`src/rtl/vx_cache_evict_buf_pkg.sv`:
```
// Shared types for the write-back eviction buffer: line geometry and the
// stored entry layout.
package vx_cache_evict_buf_pkg;

  localparam int LINE_SIZE       = 16;
  localparam int LINE_ADDR_WIDTH = 26;
  localparam int LINE_BITS       = LINE_SIZE * 8;

  typedef struct packed {
    logic [LINE_ADDR_WIDTH-1:0] addr;
    logic [LINE_BITS-1:0]       data;
    logic [LINE_SIZE-1:0]       byteen;
  } evict_entry_t;

  // A line carries write-back work only if at least one byte is dirty.
  function automatic logic is_dirty(input logic [LINE_SIZE-1:0] byteen);
    return |byteen;
  endfunction

endpackage

```
`src/rtl/vx_cache_evict_buf_cam.sv`:
```
// Address CAM over the circular buffer: a slot participates only when it
// lies inside the live window [rd_ptr, rd_ptr + count).
module vx_cache_evict_buf_cam
  import vx_cache_evict_buf_pkg::*;
#(
  parameter int DEPTH = 4
) (
  input  logic [DEPTH-1:0][LINE_ADDR_WIDTH-1:0] i_entry_addr,
  input  logic [$clog2(DEPTH)-1:0]              i_rd_ptr,
  input  logic [$clog2(DEPTH):0]                i_count,
  input  logic [LINE_ADDR_WIDTH-1:0]            i_lookup_addr,
  output logic                                  o_hit
);

  localparam int PTR_W = $clog2(DEPTH);

  logic [DEPTH-1:0] w_valid;
  logic [DEPTH-1:0] w_match;

  for (genvar g = 0; g < DEPTH; g++) begin : g_way
    logic [PTR_W-1:0] w_offset;

    // Distance from the head, modulo DEPTH, tells whether the slot is live.
    assign w_offset   = PTR_W'(g) - i_rd_ptr;
    assign w_valid[g] = {1'b0, w_offset} < i_count;
    assign w_match[g] = w_valid[g] && (i_entry_addr[g] == i_lookup_addr);
  end

  assign o_hit = |w_match;

endmodule

```
`src/rtl/vx_cache_evict_buf.sv`:
```
// Write-back eviction buffer: FIFO of dirty evicted lines drained as memory
// write requests, with an address probe for pending write-backs.
module vx_cache_evict_buf
  import vx_cache_evict_buf_pkg::*;
#(
  parameter int DEPTH = 4
) (
  input  logic                       clk,
  input  logic                       reset,

  input  logic                       i_evict_valid,
  output logic                       o_evict_ready,
  input  logic [LINE_ADDR_WIDTH-1:0] i_evict_addr,
  input  logic [LINE_BITS-1:0]       i_evict_data,
  input  logic [LINE_SIZE-1:0]       i_evict_byteen,

  output logic                       o_mem_req_valid,
  input  logic                       i_mem_req_ready,
  output logic [LINE_ADDR_WIDTH-1:0] o_mem_req_addr,
  output logic [LINE_BITS-1:0]       o_mem_req_data,
  output logic [LINE_SIZE-1:0]       o_mem_req_byteen,

  input  logic [LINE_ADDR_WIDTH-1:0] i_lookup_addr,
  output logic                       o_lookup_hit,

  output logic                       o_empty
);

  localparam int PTR_W = $clog2(DEPTH);
  localparam int CNT_W = PTR_W + 1;

  evict_entry_t                         r_entries [DEPTH];
  logic         [PTR_W-1:0]             r_rd_ptr;
  logic         [PTR_W-1:0]             r_wr_ptr;
  logic         [CNT_W-1:0]             r_count;

  logic                                 w_push;
  logic                                 w_pop;
  logic                                 w_evict_dirty;
  logic                                 w_incoming_hit;
  logic                                 w_stored_hit;
  evict_entry_t                         w_in_entry;
  evict_entry_t                         w_head;
  logic [DEPTH-1:0][LINE_ADDR_WIDTH-1:0] w_entry_addr;

  assign w_evict_dirty = is_dirty(i_evict_byteen);

  // Ready comes from registered occupancy only; a same-cycle pop does not
  // open a slot for the offered eviction.
  assign o_evict_ready   = (r_count != CNT_W'(DEPTH));
  assign o_mem_req_valid = (r_count != '0);
  assign o_empty         = (r_count == '0);

  // Clean lines complete the handshake but are never stored.
  assign w_push = i_evict_valid && o_evict_ready && w_evict_dirty;
  assign w_pop  = o_mem_req_valid && i_mem_req_ready;

  assign w_in_entry = '{addr: i_evict_addr, data: i_evict_data, byteen: i_evict_byteen};

  // NOTE: sequential state uses non-blocking assignments so every flop samples
  // pre-edge values regardless of statement order.
  always_ff @(posedge clk) begin
    if (reset) begin
      r_rd_ptr <= '0;
      r_wr_ptr <= '0;
      r_count  <= '0;
    end else begin
      if (w_push) r_wr_ptr <= r_wr_ptr + PTR_W'(1);
      if (w_pop)  r_rd_ptr <= r_rd_ptr + PTR_W'(1);
      if (w_push && !w_pop)      r_count <= r_count + CNT_W'(1);
      else if (w_pop && !w_push) r_count <= r_count - CNT_W'(1);
    end
  end

  // NOTE: payload storage is deliberately not reset; occupancy alone decides
  // which slots are meaningful, and skipping the reset keeps these plain flops.
  always_ff @(posedge clk) begin
    if (w_push) r_entries[r_wr_ptr] <= w_in_entry;
  end

  // Head slot is held until popped, so the request payload stays stable
  // while the memory side stalls.
  assign w_head           = r_entries[r_rd_ptr];
  assign o_mem_req_addr   = w_head.addr;
  assign o_mem_req_data   = w_head.data;
  assign o_mem_req_byteen = w_head.byteen;

  always_comb begin
    for (int i = 0; i < DEPTH; i++) begin
      w_entry_addr[i] = r_entries[i].addr;
    end
  end

  vx_cache_evict_buf_cam #(
    .DEPTH (DEPTH)
  ) u_cam (
    .i_entry_addr  (w_entry_addr),
    .i_rd_ptr      (r_rd_ptr),
    .i_count       (r_count),
    .i_lookup_addr (i_lookup_addr),
    .o_hit         (w_stored_hit)
  );

  // An eviction on the wire this cycle must already block a refetch of it.
  assign w_incoming_hit = i_evict_valid && w_evict_dirty && (i_evict_addr == i_lookup_addr);
  assign o_lookup_hit   = w_stored_hit || w_incoming_hit;

endmodule

```
`config.mk`:
```
export PLATFORM = sky130hd
export DESIGN_NAME = vx_cache_evict_buf
export DESIGN_NICKNAME = d
export VERILOG_FILES = /design/src/rtl/vx_cache_evict_buf_pkg.sv /design/src/rtl/vx_cache_evict_buf_cam.sv /design/src/rtl/vx_cache_evict_buf.sv
export SDC_FILE = /design/constraint.sdc
export NUM_CORES = 1
export LEC_CHECK = 0
export CAP_MARGIN = 20
export CORE_MARGIN = 8
export CORE_UTILIZATION = 30
export DETAILED_ROUTE_END_ITERATION = 10
export GPL_TIMING_DRIVEN = 1
export HOLD_SLACK_MARGIN = 0.08
export PLACE_DENSITY_LB_ADDON = 0.12
export RECOVER_POWER = 25
export SETUP_SLACK_MARGIN = 0.05
export SLEW_MARGIN = 20
export SYNTH_ARGS = -nofsm -noshare
export SYNTH_HDL_FRONTEND = slang
export SYNTH_HIERARCHICAL = 1
export SYNTH_SLANG_ARGS = --single-unit
```
`constraint.sdc`:
```
create_clock -name clk -period 8.36 [get_ports clk]
set_input_delay 1.672 -clock clk [delete_from_list [all_inputs] [get_ports clk]]
set_output_delay 1.672 -clock clk [all_outputs]
set_load 0.005 [all_outputs]
```
==> results of run 1 <==
==> through the flow <==
step / hold slack, ns / instance area, um^2
3_5_place_dp: 0.514 / 31700
4_1_cts: 0.525 / 34200
3_3_place_gp: 0.504 / 31700
2_1_floorplan: 0.484 / 26600
5_1_grt: 0.559 / 34200
6_report: 0.529 / 34200
==> worst reg2reg max path, cell delays in order (launching register included) <==
cell and delay (ns):
dfxtp_1 0.48, or3b_1 0.20, and2_1 0.26, and3_4 0.54, buf_4 0.77, buf_4 0.85
==> cell usage after synthesis <==
| cell type | instances |
|---|---|
| clkbuf_2 | 1 |
| a31o_2 | 1 |
| nand2b_1 | 1 |
| and4_1 | 1 |
| buf_2 | 19 |
| nand2_1 | 6 |
| o2111ai_1 | 4 |
| and2_1 | 1 |
| xor2_1 | 95 |
| nand4_1 | 9 |
| or3b_1 | 1 |
| dfxtp_1 | 9 |
| mux2i_1 | 1 |
| or4_1 | 1 |
| a21oi_1 | 7 |
| nor4_1 | 28 |
| nand3_1 | 7 |
| nor2_1 | 7 |
| edfxtp_1 | 680 |
| mux4_2 | 170 |
| nor3_1 | 5 |
| and3_1 | 4 |
| or3_1 | 2 |
| clkbuf_1 | 8 |
| fa_1 | 1 |
| inv_1 | 7 |
| xnor2_1 | 40 |
| ha_1 | 9 |
| buf_6 | 12 |
| o21ai_0 | 3 |
==> cell families after synthesis <==
logic type,count (synthesis),synth area share (%)
adder cells (fa/ha/maj),10,0.499
AND/OR/NAND/NOR,73,1.56
XOR/XNOR,135,4.45
flip-flops,689,77.6
AO/OA/AOI/OAI,15,0.353
multiplexers,171,14.5
buffers and inverters,47,1.10
==> path summary, 6_finish.rpt <==
kind	to	cells past startpoint	slack [ns]	start
setup reg to reg	r_entries[2][75]	5	4.70	r_count[0]
setup / recovery	o_lookup_hit	6	2.41	i_evict_byteen[8]
hold reg to reg	r_wr_ptr[0]	2	0.53	r_wr_ptr[0]
hold / removal	r_wr_ptr[0]	2	0.53	r_wr_ptr[0]
==> placed cells by master, fill, tap and decap left out, types with 3 or more instances in the layout <==
cell type          n
o21ai_0            3
bufinv_16          4
nand3_1            7
nand4_1            9
buf_12             3
ha_1               9
xnor2_1           40
edfxtp_1         680
clkbuf_1          14
clkdlybuf4s50_1  274
nor3_1             5
diode_2            9
clkinv_2          16
dlygate4sd3_1     99
nor4_1            28
clkinv_1          17
xor2_1            95
a21oi_1            7
mux4_2           170
clkbuf_16         81
nand2_1            6
and3_4             4
buf_4             12
inv_16             4
nor2_1             7
o2111ai_1          4
inv_1              7
dfxtp_1            7
==> power by group through the flow <==
stage | Combinational (W) | Clock, W | Sequential [W]
3_3_place_gp | 0.00247 | 0 | 0.00435
5_1_grt | 0.00256 | 0.00357 | 0.00432
3_5_place_dp | 0.00246 | 0 | 0.00436
6_report | 0.00237 | 0.00332 | 0.00428
2_1_floorplan | 0.00120 | 0 | 0.00432
4_1_cts | 0.00247 | 0.00345 | 0.00429
==> cell type report <==
type	count	area, um^2	area share (%)
timing repair buffer	389	3910	11.4
clock inverter	47	415	1.21
multi-input combinational	404	5680	16.6
tap	1165	1460	4.26
clock buffer	95	2080	6.08
antenna	9	22.5	0.0658
sequential	689	20600	60.3
inverter	7	26.3	0.0768
==> layer usage <==
metal	wire, um	global-route usage, %	part of all wire [%]	vias up
met3	5290	4.81	7.9	97
met5	77	0	0.11	-
met4	1290	3.96	1.9	12
li1	-	-	-	5669
met1	27700	16.5	41	6682
met2	33100	22.2	49	339
==> state kept, by name, summed over array words and instances (netlist names), named ones only <==
register   count
r_rd_ptr       2
r_wr_ptr       2
r_entries    680
r_count        3
==> results by group, run 1 <==
Status
  • Outcome: finished clean

Die
  • Chip Width: 314 um
  • Cell Rows: 109
  • Ports: 374
  • Starting Density: 30.1%
  • Total die area: 98300 um^2
  • Placeable core area: 88100 um^2
  • Die Y: 314 um

Synthesis
  • Gate Count Post-Synth: 1140
  • Mapped Area: 26600 um^2
  • Yosys top cell by area: edfxtp_1
  • Syn_area_per_cell: 23.3 um^2
  • Largest cells by area after synthesis: edfxtp_1 77%, mux4_2 14%, xor2_1 3.1%, xnor2_1 1.3%, dfxtp_1 0.68%
  • Netlist cell types: 30
  • Sequential area share after synthesis: 77.6%
  • Top-area cell type share of the netlist area: 76.9%
  • Mapped Nets: 1350
  • Yosys warns: 6
  • Yosys reg bits: 689

Worst setup path
  • Slowest stage cell, crit path: nor4_1
  • WP data arrival: 4.27 ns
  • WP data required: 6.69 ns
  • Setup crit end kind: output pin
  • Worst path top cell family by delay: simple AND/OR/NAND/NOR gates
  • Worst setup path category: primary input to output pin
  • Buf/Inv on CP: 2
  • Startpoint types: primary input
  • Top fanout value on the critical path: 5
  • CP cell instances: clkdlybuf4s50_1 -> nor4_1 -> and4_1 -> nor3_1 -> a31o_2 -> clkdlybuf4s50_1
  • Critical path's largest stage delay: 0.83 ns
  • Most frequent CP cell: clkdlybuf4s50_1

Pwr
  • PwrDens: 292 nW/um^2
  • Internal power: 0.00738 W
  • Gate power share: 23.8%
  • Seq pwr share: 42.9%
  • Switch share: 26.0%
  • P_sw: 0.00260 W
  • Clock power frac: 33.3%
  • LEAKAGE: 10.7 nW
  • Total power: 0.00998 W
  • Peak supply drop: 0.182 mV

Layout
  • Final core utilization: 38.8%
  • # fillers: 8001
  • Share of post-route cells with drive strength above 1: 18.6%
  • Final net count: 1781
  • Layout area overhead: 28.8%
  • Layout Cells excl Fill: 2805

STA
  • Fin crit share: 71.1%
  • Endpoints failing hold: 0
  • Actual slew at the worst max-slew pin: 1.09 ns
  • Final worst slack: 2.41 ns
  • Worst slew margin: 27.3%
  • Tmin final: 5.95 ns
  • Skew final: 0.0268 ns
  • Setup_tns: 0 ns
  • RSZ-0062 raised after global routing: no
  • Fin. max-slew vios: 0
  • Final number of setup-violating endpoints: 0
  • Fmax: 168 MHz

Clock tree
  • TritonCTS Buffers: 80
  • # clock sinks: 689
  • Root Driver: clkbuf_16
  • TritonCTS clock tree: built
  • Clock H-tree levels: 3
  • Clk slew on worst S/H paths: 0.06 ns
  • Clock latency on the worst-skew pair: 0.64 ns
  • Clock buffer depth: 3
  • Hold buffers post-CTS: 0
  • Post-CTS Setup Inserts: 0
  • Post-CTS sizing: 0

Drt
  • Detail Route Antenna Nets: 0
  • First DRT Iteration DRCs: 744
  • Wire length per cell: 24.0 um
  • Via-to-Cell Ratio: 4.56
  • Initial DRT Pass Iterations: 7
  • Vias: 12.8k
  • Total wire length: 67.4 mm
  • # DRC: 0

Place
  • Placed cell count: 2653
  • Final HPWL DP: 42.1 mm
  • Final Wtd Congestion: 0.744
  • # port buffers: 373
  • DP Worst Slack: 2.15 ns

Global routing
  • Total gr overflow: 0
  • First-pass GRT wire length: 98.2 mm
  • Initial antenna violation count: 20
  • GRT Resource Usage Total: 13.4%
  • Largest net degree at the start of global routing: 120
  • Number of global-route vias before repair: 14.1k

Hold path
  • HP Class: register to register

Run
  • Max-Cap Viols: 0
No activity file was read; power rests on OpenSTA's default activity.
==> inputs of run 2 (changes only) <==
Clock period 8.36 ns to 4.9 ns, I/O delays scaled along.
==> run 2 against run 1 <==
  * Sequential power up 71%
  * Register-to-register slack worse by 2.5 ns
  * Routed wire length up 1.8%
  * Sequential share of layout area down 0.50 points
  * Via count up 1.1%
  * Flip-flop and latch count unchanged
  * Clock skew down 0.00081 ns
  * Power up 73%
  * Core utilization up 0.32 points
  * Global-route usage up 0.30 points
  * Largest power group unchanged
  * First-iteration DRC count down 5.6%
  * Critical path type unchanged
==> results by group, run 2 (synthesized netlist as in run 1, its figures left out) <==
Status
  • Outcome: finished clean

STA
  • Setup_tns: 0 ns
  • Tmin final: 4.59 ns
  • Fin crit share: 93.7%
  • Final number of setup-violating endpoints: 0
  • RSZ-0062 raised after global routing: no
  • Fin. max-slew vios: 0
  • Fmax: 218 MHz
  • Worst slew margin: 36.5%
  • WHS: 0.525 ns
  • Skew final: 0.0260 ns
  • Endpoints failing hold: 0
  • Actual slew at the worst max-slew pin: 0.952 ns

Layout
  • Multi-input gate area: 5680 um^2
  • Share of post-route cells with drive strength above 1: 19.1%
  • Most frequent cells in the layout: 680 x edfxtp_1, 272 x clkdlybuf4s50_1, 170 x mux4_2
  • Layout Cells excl Fill: 2822
  • Storage cell area: 20600 um^2
  • Final net count: 1791
  • Max reg flops: 680
  • Final core utilization: 39.1%
  • Largest registers: r_entries: 680 flops, r_count: 3 flops
  • Commonest non-fill, non-tap cell in the layout: edfxtp_1
  • Biggest register: r_entries
  • # fillers: 8039
  • Layout area overhead: 29.9%

Clock tree
  • Clk slew on worst S/H paths: 0.05 ns
  • Post-CTS Setup Inserts: 0
  • Clock buffer depth: 3
  • Root Driver: clkbuf_16
  • Clock latency on the worst-skew pair: 0.62 ns
  • # clock sinks: 689
  • TritonCTS clock tree: built
  • TritonCTS Buffers: 81
  • Post-CTS sizing: 0
  • Clock H-tree levels: 3
  • Hold buffers post-CTS: 0

Global routing
  • Total gr overflow: 0
  • Largest net degree at the start of global routing: 77
  • GRT Resource Usage Total: 13.7%
  • Number of global-route vias before repair: 14.1k
  • First-pass GRT wire length: 100 mm
  • Initial antenna violation count: 28

Die
  • Ports: 374
  • Placeable core area: 88100 um^2
  • Die Y: 314 um
  • Cell Rows: 109
  • Starting Density: 30.1%
  • Chip Width: 314 um
  • Total die area: 98300 um^2

Worst setup path
  • RR Startpoint: r_count[0]
  • Slowest stage cell, crit path: nor4_1
  • Worst path top cell family by delay: buffers and inverters
  • Worst setup path category: primary input to output pin
  • Cells on worst reg2reg path: 4
  • R2r endpoint: r_entries[0][44]
  • Setup crit end kind: output pin
  • Top fanout value on the critical path: 5
  • Reg2reg setup slack: 2.21 ns
  • Buf/Inv on CP: 2
  • Most frequent CP cell: clkdlybuf4s50_1
  • WP data required: 3.92 ns
  • WP data arrival: 3.61 ns
  • Critical path's largest stage delay: 0.62 ns
  • Startpoint types: primary input
  • CP cell instances: clkdlybuf4s50_1 -> xor2_1 -> nor4_1 -> o2111ai_1 -> nor3_1 -> or4_1 -> a31o_2 -> clkdlybuf4s50_1
  • Crit path launch: i_lookup_addr[24]

Drt
  • Wire length per cell: 24.3 um
  • First DRT Iteration DRCs: 702
  • Initial DRT Pass Iterations: 5
  • # DRC: 0
  • Vias: 12.9k
  • Total wire length: 68.6 mm
  • Detail Route Antenna Nets: 0
  • Via-to-Cell Ratio: 4.59

Hold path
  • Worst Hold Depth: 2
  • Hold Crit Start: r_wr_ptr[0]
  • HP Class: register to register
  • Min-Delay Endpoint: r_wr_ptr[0]

Run
  • Max-Cap Viols: 0

Place
  • Final Wtd Congestion: 0.762
  • # port buffers: 373
  • Final HPWL DP: 43.6 mm
  • Placed cell count: 2663

Pwr
  • LEAKAGE: 10.8 nW
  • Peak supply drop: 0.276 mV
  • PwrDens: 500 nW/um^2
run 2: cell types whose count changed in the layout (fill, tap and decap cells not counted), sizes merged, moves of 2 or more:
cell / before / now
buf: 16 / 25
inv: 13 / 10
clkdlybuf4s50: 274 / 272
bufinv: 4 / 7
dlygate4sd3: 99 / 101
clkbuf: 95 / 103
run 2: how the worst max path moves through the flow:
stage	endpoint	slack (ns)	cells after the start
6_report	o_lookup_hit	0.31	8
5_1_grt	o_lookup_hit	0.13	8
4_1_cts	o_lookup_hit	0.30	8
3_5_place_dp	o_lookup_hit	0.30	8
3_3_place_gp	o_lookup_hit	0.31	8
2_1_floorplan	r_entries[0][0]	1.16	3
run 2: metal layers:
layer	GRT usage, %	up-vias	part of all wire (%)
li1	-	5710	-
met1	16.7	6756	40
met2	23.2	342	50
met3	4.97	119	7.6
met4	3.31	18	1.9
met5	0	-	0.18
run 2: area by class of cell:
type / instances / share of cell area (%)
diodes: 9 / 0.0653
clock buffers: 103 / 6.21
well taps: 1165 / 4.23
flip-flops and latches: 689 / 59.8
clock inverters: 47 / 1.32
inverters: 7 / 0.0762
repair buffers: 398 / 11.9
multi-input cells: 404 / 16.5
run 2: worst min-delay path: cells and delay by family (launching register included):
family	cells	cell delay [ns]
flops	1	0.34
compound gates	2	0.14
run 2: stage by stage:
stage | cell area (um^2) | power [W] | setup WS (ns)
floorplan | 26600 | 0.00937 | 1.16
global placement | 31900 | 0.0117 | 0.312
detailed placement | 31900 | 0.0117 | 0.303
CTS | 34500 | 0.0177 | 0.301
global route | 34500 | 0.0181 | 0.128
finish | 34500 | 0.0172 | 0.308
run 2: power by group:
part / total, W / leakage (nW) / switching (W) / internal (W)
clock: 0.00582 / 1.27 / 0.00234 / 0.00347
sequential: 0.00730 / 6.31 / 0.000241 / 0.00706
combinational: 0.00411 / 3.25 / 0.00181 / 0.00231
==> inputs of run 3 (changes only) <==
Settings changed: CAP_MARGIN 20 to 0.
==> results of run 3 <==
Same layout as run 2: the final DEF is identical, and so are final timing and power.
